--- src/rtl/alarm_sequencer.sv ---
`default_nettype none
// ============================================================================
// Module      : alarm_sequencer
// Description : Alarm control FSM (DISARMED/ARMED/RINGING/SNOOZE) that matches
//               BCD current time against alarm time and owns the ring/snooze
//               countdown. Optional macro ALARM_BLINK_EN selects a 0.5 Hz
//               buzzer pattern instead of a steady level.
// Revision    : 1.0 - initial release
// ============================================================================
module alarm_sequencer #(
    parameter int SNOOZE_SEC = 300,
    parameter int RING_SEC   = 60,
    parameter int CNT_W      = 9
) (
    input  logic             clk,
    input  logic             reset,
    input  logic             sec_tick,
    input  logic             settime,
    input  logic             arm_key,
    input  logic             dismiss_key,
    input  logic             snooze_key,
    input  logic [23:0]      cur_time,
    input  logic [23:0]      alm_time,
    output logic [1:0]       state,
    output logic             armed,
    output logic             ringing,
    output logic             buzzer,
    output logic [CNT_W-1:0] remaining
);

    typedef enum logic [1:0] {
        ST_DISARMED = 2'd0,
        ST_ARMED    = 2'd1,
        ST_RINGING  = 2'd2,
        ST_SNOOZE   = 2'd3
    } state_t;

    localparam logic [CNT_W-1:0] RING_LOAD   = CNT_W'(RING_SEC);
    localparam logic [CNT_W-1:0] SNOOZE_LOAD = CNT_W'(SNOOZE_SEC);
    localparam logic [CNT_W-1:0] CNT_ONE     = CNT_W'(1);

    state_t           cur_state;
    state_t           nxt_state;
    logic [CNT_W-1:0] rem_q;
    logic [CNT_W-1:0] rem_d;
    logic             eq;
    logic             eq_q;
    logic             match;

    // Edge-detect equality so a held match fires once; eq_q resets high so
    // the all-zero reset times never count as a fresh match.
    assign eq    = (cur_time == alm_time) & ~settime;
    assign match = eq & ~eq_q;

    always_ff @(posedge clk or posedge reset) begin
        if (reset) begin
            cur_state <= ST_DISARMED;
            rem_q     <= '0;
            eq_q      <= 1'b1;
        end else begin
            cur_state <= nxt_state;
            rem_q     <= rem_d;
            eq_q      <= eq;
        end
    end

    // Branch order encodes event priority; a key that acts swallows the tick.
    always_comb begin
        nxt_state = cur_state;
        rem_d     = rem_q;
        unique case (cur_state)
            ST_DISARMED: begin
                rem_d = '0;
                if (arm_key) begin
                    nxt_state = ST_ARMED;
                end
            end
            ST_ARMED: begin
                rem_d = '0;
                if (arm_key) begin
                    nxt_state = ST_DISARMED;
                end else if (match) begin
                    nxt_state = ST_RINGING;
                    rem_d     = RING_LOAD;
                end
            end
            ST_RINGING: begin
                if (arm_key) begin
                    nxt_state = ST_DISARMED;
                    rem_d     = '0;
                end else if (dismiss_key) begin
                    nxt_state = ST_ARMED;
                    rem_d     = '0;
                end else if (snooze_key) begin
                    nxt_state = ST_SNOOZE;
                    rem_d     = SNOOZE_LOAD;
                end else if (sec_tick) begin
                    if (rem_q <= CNT_ONE) begin
                        nxt_state = ST_ARMED;
                        rem_d     = '0;
                    end else begin
                        rem_d = rem_q - CNT_ONE;
                    end
                end
            end
            ST_SNOOZE: begin
                if (arm_key) begin
                    nxt_state = ST_DISARMED;
                    rem_d     = '0;
                end else if (dismiss_key) begin
                    nxt_state = ST_ARMED;
                    rem_d     = '0;
                end else if (sec_tick) begin
                    if (rem_q <= CNT_ONE) begin
                        nxt_state = ST_RINGING;
                        rem_d     = RING_LOAD;
                    end else begin
                        rem_d = rem_q - CNT_ONE;
                    end
                end
            end
            default: begin
                nxt_state = ST_DISARMED;
                rem_d     = '0;
            end
        endcase
    end

    assign state     = cur_state;
    assign armed     = (cur_state != ST_DISARMED);
    assign ringing   = (cur_state == ST_RINGING);
    assign remaining = rem_q;

`ifdef ALARM_BLINK_EN
    logic buzz_q;
    logic buzz_d;
    logic ring_tick;

    // Staying in RINGING across a tick is only possible via the decrement path.
    assign ring_tick = (cur_state == ST_RINGING) && (nxt_state == ST_RINGING) && sec_tick;

    always_comb begin
        buzz_d = 1'b0;
        if (nxt_state == ST_RINGING) begin
            if (cur_state != ST_RINGING) begin
                buzz_d = 1'b1;
            end else if (ring_tick) begin
                buzz_d = ~buzz_q;
            end else begin
                buzz_d = buzz_q;
            end
        end
    end

    always_ff @(posedge clk or posedge reset) begin
        if (reset) begin
            buzz_q <= 1'b0;
        end else begin
            buzz_q <= buzz_d;
        end
    end

    assign buzzer = buzz_q;
`else
    assign buzzer = ringing;
`endif

endmodule
`default_nettype wire

--- config.mk ---
export PLATFORM = sky130hd
export DESIGN_NAME = alarm_sequencer
export DESIGN_NICKNAME = d
export VERILOG_FILES = /design/src/rtl/alarm_sequencer.sv
export SDC_FILE = /design/constraint.sdc
export NUM_CORES = 1
export LEC_CHECK = 0
export BUFFER_PORTS_ARGS = -buffer_cell sky130_fd_sc_hd__buf_2
export CAP_MARGIN = 20
export CORE_UTILIZATION = 45
export CTS_CLUSTER_DIAMETER = 150
export DETAILED_ROUTE_END_ITERATION = 10
export PLACE_DENSITY = 0.84
export SLEW_MARGIN = 15
export SYNTH_ARGS = -nofsm -noshare
export SYNTH_HDL_FRONTEND = slang
export SYNTH_SLANG_ARGS = --single-unit
--- constraint.sdc ---
create_clock -name clk -period 4.75 [get_ports clk]
set_clock_uncertainty 0.1 [all_clocks]
set_input_delay 0.95 -clock clk [delete_from_list [all_inputs] [get_ports clk]]
set_output_delay 0.95 -clock clk [all_outputs]
set_load 0.005 [all_outputs]
==> results.md, run 1 <==
- First-pass GRT wire length: 4.450 mm
- Max-Cap Viols: 0
- Syn Std Cell Area: 1079 um^2
- Number of placed cells counting well taps: 221
- Slack of the worst reg-to-reg path: 2560 ps
- Post-synthesis cell type count: 39
- Core footprint: 2233 um^2
- GP Congestion: 0.8532
- Fin Setup TNS: 0 ps
- Ratio of cells with drive above 1 in the final layout: 40.61%
- Gr ovfl total: 0
- Status: complete, no violations
- # hold bufs at CTS: 0
- Fin crit share: 50.38%
- Gr usage total: 22.68%
- Largest net degree at the start of global routing: 13
- Post-DR vias/cell: 5.298
- CP Class: in -> reg
- NetSw: 0.1555 mW
- Worst Hold Endpoint: remaining[7]
- Ant diodes: 0
- Slowest stage delay, CP: 390 ps
- Max Slew Vio Count: 0
- Synth Flop Type: dfrtp_1
- Most common library cell in the layout ignoring fill and taps: buf_2
- Vias in the first global route: 1142
- Setup Viol. Count Final: 0
- Synth Net Count: 185
- Avg Inst Size Synth: 8.426 um^2
- IO buf count: 68
- P per Cell Area: 266.5 nW/um^2
- Post-Syn Instances: 128
- # H-tree levels: 1
- Final HPWL DP: 2.386 mm
- CP cell instances: buf_2, nor3b_1, nand2_1, a21oi_2, mux2_2, a211o_1
- DRC viols: 0
- Sequential-to-total area share from yosys stat: 27.96%
- FMAX: 417.9 MHz
- DRT iter0 DRCs: 18
- Clock group share of total power: 18.5%
- Clk pin slew, worst setup/hold paths: 80 ps
- Initial antenna violation count: 0
- TritonCTS Sinks: 12
- Chip Height: 50.96 um
- Root buf cell: clkbuf_4
- Combinational power share: 45.7%
- Worst-Margin Slew: 492.4 ps
- Share of power burned in registers: 35.8%
- Clock Latency Late Sink: 290 ps
- Post-route ant nets: 0
- Switching Share: 39.90%
- Starting Density: 48.29%
- Rows: 17
- RSZ-0062 raised after global routing: no
- Non-filler cells, final: 225
- Initial DRT Pass Iterations: 4
- Hold Path Origin: remaining[7]
- Critical Path AT: 2470 ps
- Post-synth EDFFs: 0
- #FFs+latches synth: 12
- P_int: 0.2343 mW
- WL/cell: 12.52 um
- Commonest cells after routing, fill and taps aside: buf_2 (68), xor2_1 (25), nand2_1 (11), dfrtp_1 (11), nor2_1 (9)
- Leak pwr: 0.7505 nW
- Reg2Reg Depth: 7
- Vias: 1192
- Reg2Reg Launch Point: remaining[1]
- Element type at the critical path end: flip-flop
- Tightest slew margin relative to the limit: 67.13%
- Final net count: 255
- Number of I/O pins: 69
- CTS Buffer Depth: 2
- Hold Path Class: reg -> reg
- Full die area: 2596 um^2
- Num CTS Buffers: 3
- Critical Path Start Type: input port
- Fin crit period: 2393 ps
- Hold Path Depth: 1
- PostCTS Resize Cnt: 0
- Die Wd: 50.96 um
- Synth warn: 0
- Clock tree from TritonCTS: done
- WL final: 2.816 mm
- Slowest CP cell: nor3b_1
- Max IR drop VDD: 0.1701 mV
- CP required: 4830 ps
- Critical Path Fanout Max: 5
- RR Endpoint: state[0]
- Final Hold Viols: 0
- Asr flop ratio synth: 100.0%
- Area delta synth->final: 35.61%
- # Post-CTS Setup Buffers: 0
-- worst max path at each step --
stage               slack [ps]  depth (start not counted)         from      endpoint
global route              2260                          6      arm_key      state[0]
finish                    2360                          6      arm_key      state[0]
floorplan                 2340                          5  alm_time[6]  remaining[2]
detailed placement        2070                          6  alm_time[1]  remaining[5]
global placement          2070                          6  alm_time[1]  remaining[5]
CTS                       2360                          6  alm_time[1]  remaining[5]
-- cells in the mapped netlist, types with 3 or more instances --
cell,n,share of area (%)
nor2_1,9,3.1
o21ai_0,8,3.7
xor2_1,25,20
nand3_1,5,2.3
xnor2_1,3,2.4
inv_1,4,1.4
dfrtp_1,11,26
a31oi_1,5,2.9
nand2_1,11,3.8
nand2b_1,4,2.3
nor3b_1,3,2.1
nor4_1,5,2.9
nor3_1,3,1.4
-- critical path: cells and delay by family --
kind / cells / cell delay [ps]
simple gates: 2 / 570
compound gates: 2 / 470
mux: 1 / 370
buf+inv: 1 / 120
-- layer usage --
layer	up-vias	global-route usage, %	routed length [um]
met1	532	23.26	1114
met5	-	0	0
met4	0	12.04	70
met3	7	2.679	190
met2	61	43.86	1440
li1	592	-	-
-- cell families (layout without fill, tap and decap cells) --
logic type | Yosys count | in the layout | share of synthesized area (%)
and+or+nand+nor | 54 | 54 | 28.31
xor gates and xnor gates | 28 | 28 | 22.74
AOI/OAI and AO/OA | 24 | 24 | 14.62
DFF | 12 | 12 | 27.96
buffers and inverters | 7 | 76 | 3.015
adders and majority gates | 2 | 2 | 2.320
muxes | 1 | 1 | 1.044
-- flip-flops by register name (all words and copies together), names as in the netlist --
register	count
state	2
eq_q	1
remaining	9
-- power groups by stage --
stage | Clock [mW] | Sequential (mW) | Combinational [mW]
finish | 0.0721 | 0.139 | 0.178
global route | 0.0766 | 0.142 | 0.199
CTS | 0.0705 | 0.139 | 0.180
detailed placement | 0 | 0.141 | 0.178
global placement | 0 | 0.140 | 0.172
floorplan | 0 | 0.127 | 0.129
-- per-stage QoR --
| step | hold slack (ps) | area [um^2] | utilization [%] | total power [mW] | setup slack, ps |
|---|---|---|---|---|---|
| 2_1_floorplan | 448.7 | 1079 | - | 0.2554 | 2343 |
| 3_3_place_gp | 444.9 | 1436 | 64.31 | 0.3119 | 2066 |
| 3_5_place_dp | 476.3 | 1436 | 64.31 | 0.3194 | 2069 |
| 4_1_cts | 487.8 | 1463 | 65.49 | 0.3893 | 2357 |
| 5_1_grt | 512.8 | 1463 | 65.49 | 0.4180 | 2265 |
| 6_report | 484.1 | 1463 | 65.49 | 0.3898 | 2357 |
-- cell type report --
class | instances | area (um^2)
fill | 200 | 770.7
multi-input combinational | 109 | 744.5
timing repair buffer | 68 | 340.3
clock buffer | 4 | 26.28
inverter | 4 | 15.01
tap | 28 | 35.03
sequential | 12 | 301.5
(Power assumes the default switching activity.)
==> run 2, diff against run 1 <==
CORE_UTILIZATION = 42   (was 45)
PLACE_DENSITY = 0.79   (was 0.84)
clock period = 2.4 ns   (was 4.75 ns; I/O delays follow)
==> run 2 against run 1 <==
Net effect: routed wire length up 5.1%; utilization down 1.6 points; worst hold slack worse by 380 ps; flip-flop and latch count unchanged; sequential share of layout area down 0.24 points; global-route usage up 1.1 points; register-to-register slack worse by 2300 ps; critical path depth unchanged; count of clock-buffer cells in the layout unchanged; critical endpoint unchanged; largest power group unchanged.
==> results.md, run 2 (synthesis gave the netlist of run 1 again) <==
- PostCTS Resize Cnt: 0 (unchanged)
- Multi-input logic area: 744.5 um^2 (unchanged)
- Vias: 1201 (+0.76%)
- Clock tree from TritonCTS: done
- Max Slew Vio Count: 0 (unchanged)
- Largest net degree at the start of global routing: 13 (unchanged)
- P per Cell Area: 538.2 nW/um^2 (+100%)
- CP required: 2470 ps (-2360 ps)
- Vias in the first global route: 1209 (+5.9%)
- Root buf cell: clkbuf_4
- RSZ-0062 raised after global routing: no
- Fin Setup TNS: 0 ps (unchanged)
- Most common library cell in the layout ignoring fill and taps: buf_2
- Worst-Margin Slew: 479.5 ps (-12.89 ps)
- TritonCTS Sinks: 12 (unchanged)
- Tightest slew margin relative to the limit: 67.99% (+0.86 points)
- Setup Viol. Count Final: 0 (unchanged)
- Post-route ant nets: 0 (unchanged)
- Num CTS Buffers: 3 (unchanged)
- CTS Buffer Depth: 2 (unchanged)
- Ratio of cells with drive above 1 in the final layout: 41.41% (+0.81 points)
- Fin crit period: 2155 ps
- Max IR drop VDD: 0.3731 mV (+120%)
- Critical Path Fanout Max: 8 (+3)
- Fin crit share: 89.78%
- WL/cell: 13.10 um (+4.7%)
- Register area: 301.5 um^2 (unchanged)
- Final Hold Viols: 0 (unchanged)
- Hold Path Class: in -> async
- # hold bufs at CTS: 0 (unchanged)
- Commonest cells after routing, fill and taps aside: buf_2 (68), xor2_1 (25), nand2_1 (11), dfrtp_1 (11), nor2_1 (9)
- Ant diodes: 0 (unchanged)
- IO buf count: 68 (unchanged)
- CP Class: reg -> reg
- Chip Height: 52.68 um (+3.4%)
- Met3 Wirelength: 211 um (+11%)
- First-pass GRT wire length: 4.816 mm (+8.2%)
- Rows: 17 (unchanged)
- Post-DR vias/cell: 5.314 (+0.31%)
- Top sig layer: met4
- DRC viols: 0 (unchanged)
- Post-layout worst setup margin: 245.3 ps (-2112 ps)
- Element type at the critical path end: flip-flop
- Met2 Routed Length: 1.611 mm (+12%)
- Non-filler cells, final: 226 (+0.44%)
- Max-Cap Viols: 0 (unchanged)
- Die Wd: 52.68 um (+3.4%)
- Critical Path Start Type: flip-flop
- Gr ovfl total: 0 (unchanged)
- Gr usage total: 23.77% (+1.1 points)
- Clk pin slew, worst setup/hold paths: 80 ps (about the same)
- Initial antenna violation count: 0 (unchanged)
- Full die area: 2775 um^2 (+6.9%)
- Status: complete, no violations
- Critical Path AT: 2220 ps (-250 ps)
- # H-tree levels: 1 (unchanged)
- # Post-CTS Setup Buffers: 0 (unchanged)
- Starting Density: 46.52% (-1.8 points)
- Final net count: 256 (+0.39%)
- Max FFs per register: 9 (unchanged)
- Number of I/O pins: 69 (unchanged)
- WL met1: 1.114 mm (unchanged)
- Final HPWL DP: 2.498 mm (+4.7%)
- Clock Latency Late Sink: 280 ps (about the same)
- # fillers: 207 (+3.5%)
- FMAX: 464.1 MHz
- Initial DRT Pass Iterations: 4 (unchanged)
- Core footprint: 2318 um^2 (+3.8%)
- Leak pwr: 0.7619 nW (+1.5%)
- Dpl ws: 148.6 ps (-1920 ps)
- GP Congestion: 0.8886 (+4.1%)
- Number of placed cells counting well taps: 222 (+0.45%)
- DRT iter0 DRCs: 26 (+8)
- Area delta synth->final: 37.24%
- WL final: 2.961 mm (+5.1%)
## run 2: cell count changes in the layout (fill, tap and decap cells not counted)
cell / previous run / this run
buf_4: 0 / 1
clkbuf_1: 1 / 0
clkbuf_8: 0 / 1
## run 2: layout make-up
class	instances	area share, %
flip-flops and latches	12	20.37
multi-input cells	109	50.30
clock buffers	4	2.451
repair buffers	69	23.50
well taps	28	2.367
inverters	4	1.014
## run 2: power by group
group          total (mW)  internal [mW]  switching, mW
sequential          0.277          0.224         0.0532
clock               0.165         0.0923         0.0728
combinational       0.354          0.177          0.177
total               0.797          0.493          0.303
## run 2: path summary, 6_finish.rpt
path | depth (start not counted) | to | slack (ps) | start
worst max-delay path | 6 | state[0] | 250 | remaining[0]
worst min-delay path | 2 | remaining[1] | 110 | reset
worst max register to register | 6 | state[0] | 250 | remaining[0]
worst min register to register | 1 | remaining[7] | 480 | remaining[7]
max in group asynchronous | 2 | eq_q | 1750 | reset
min in group clk | 4 | eq_q | 380 | cur_time[12]
## run 2: metal layers
layer / vias to the layer above / global-route usage [%]
met2: 57 / 47.26
li1: 596 / -
met4: 0 / 4.825
met3: 2 / 7.246
met1: 546 / 23.56
met5: - / 0
## run 2: critical path, stage by stage, from the launching register on
cell	delay [ps]
dfrtp_1	460
ha_1	230
o21bai_1	190
and3_2	240
a21oi_2	180
mux2_2	350
a211o_1	290
## run 2: metrics by stage
| stage | hold slack (ps) | area, um^2 | utilization [%] | power [mW] |
|---|---|---|---|---|
| floorplan | 244.0 | 1079 | - | 0.5054 |
| global placement | 413.3 | 1444 | 62.28 | 0.6228 |
| detailed placement | 425.1 | 1444 | 62.28 | 0.6340 |
| CTS | 127.5 | 1480 | 63.84 | 0.7988 |
| global route | 131.5 | 1480 | 63.84 | 0.8603 |
| finish | 105.6 | 1480 | 63.84 | 0.7966 |
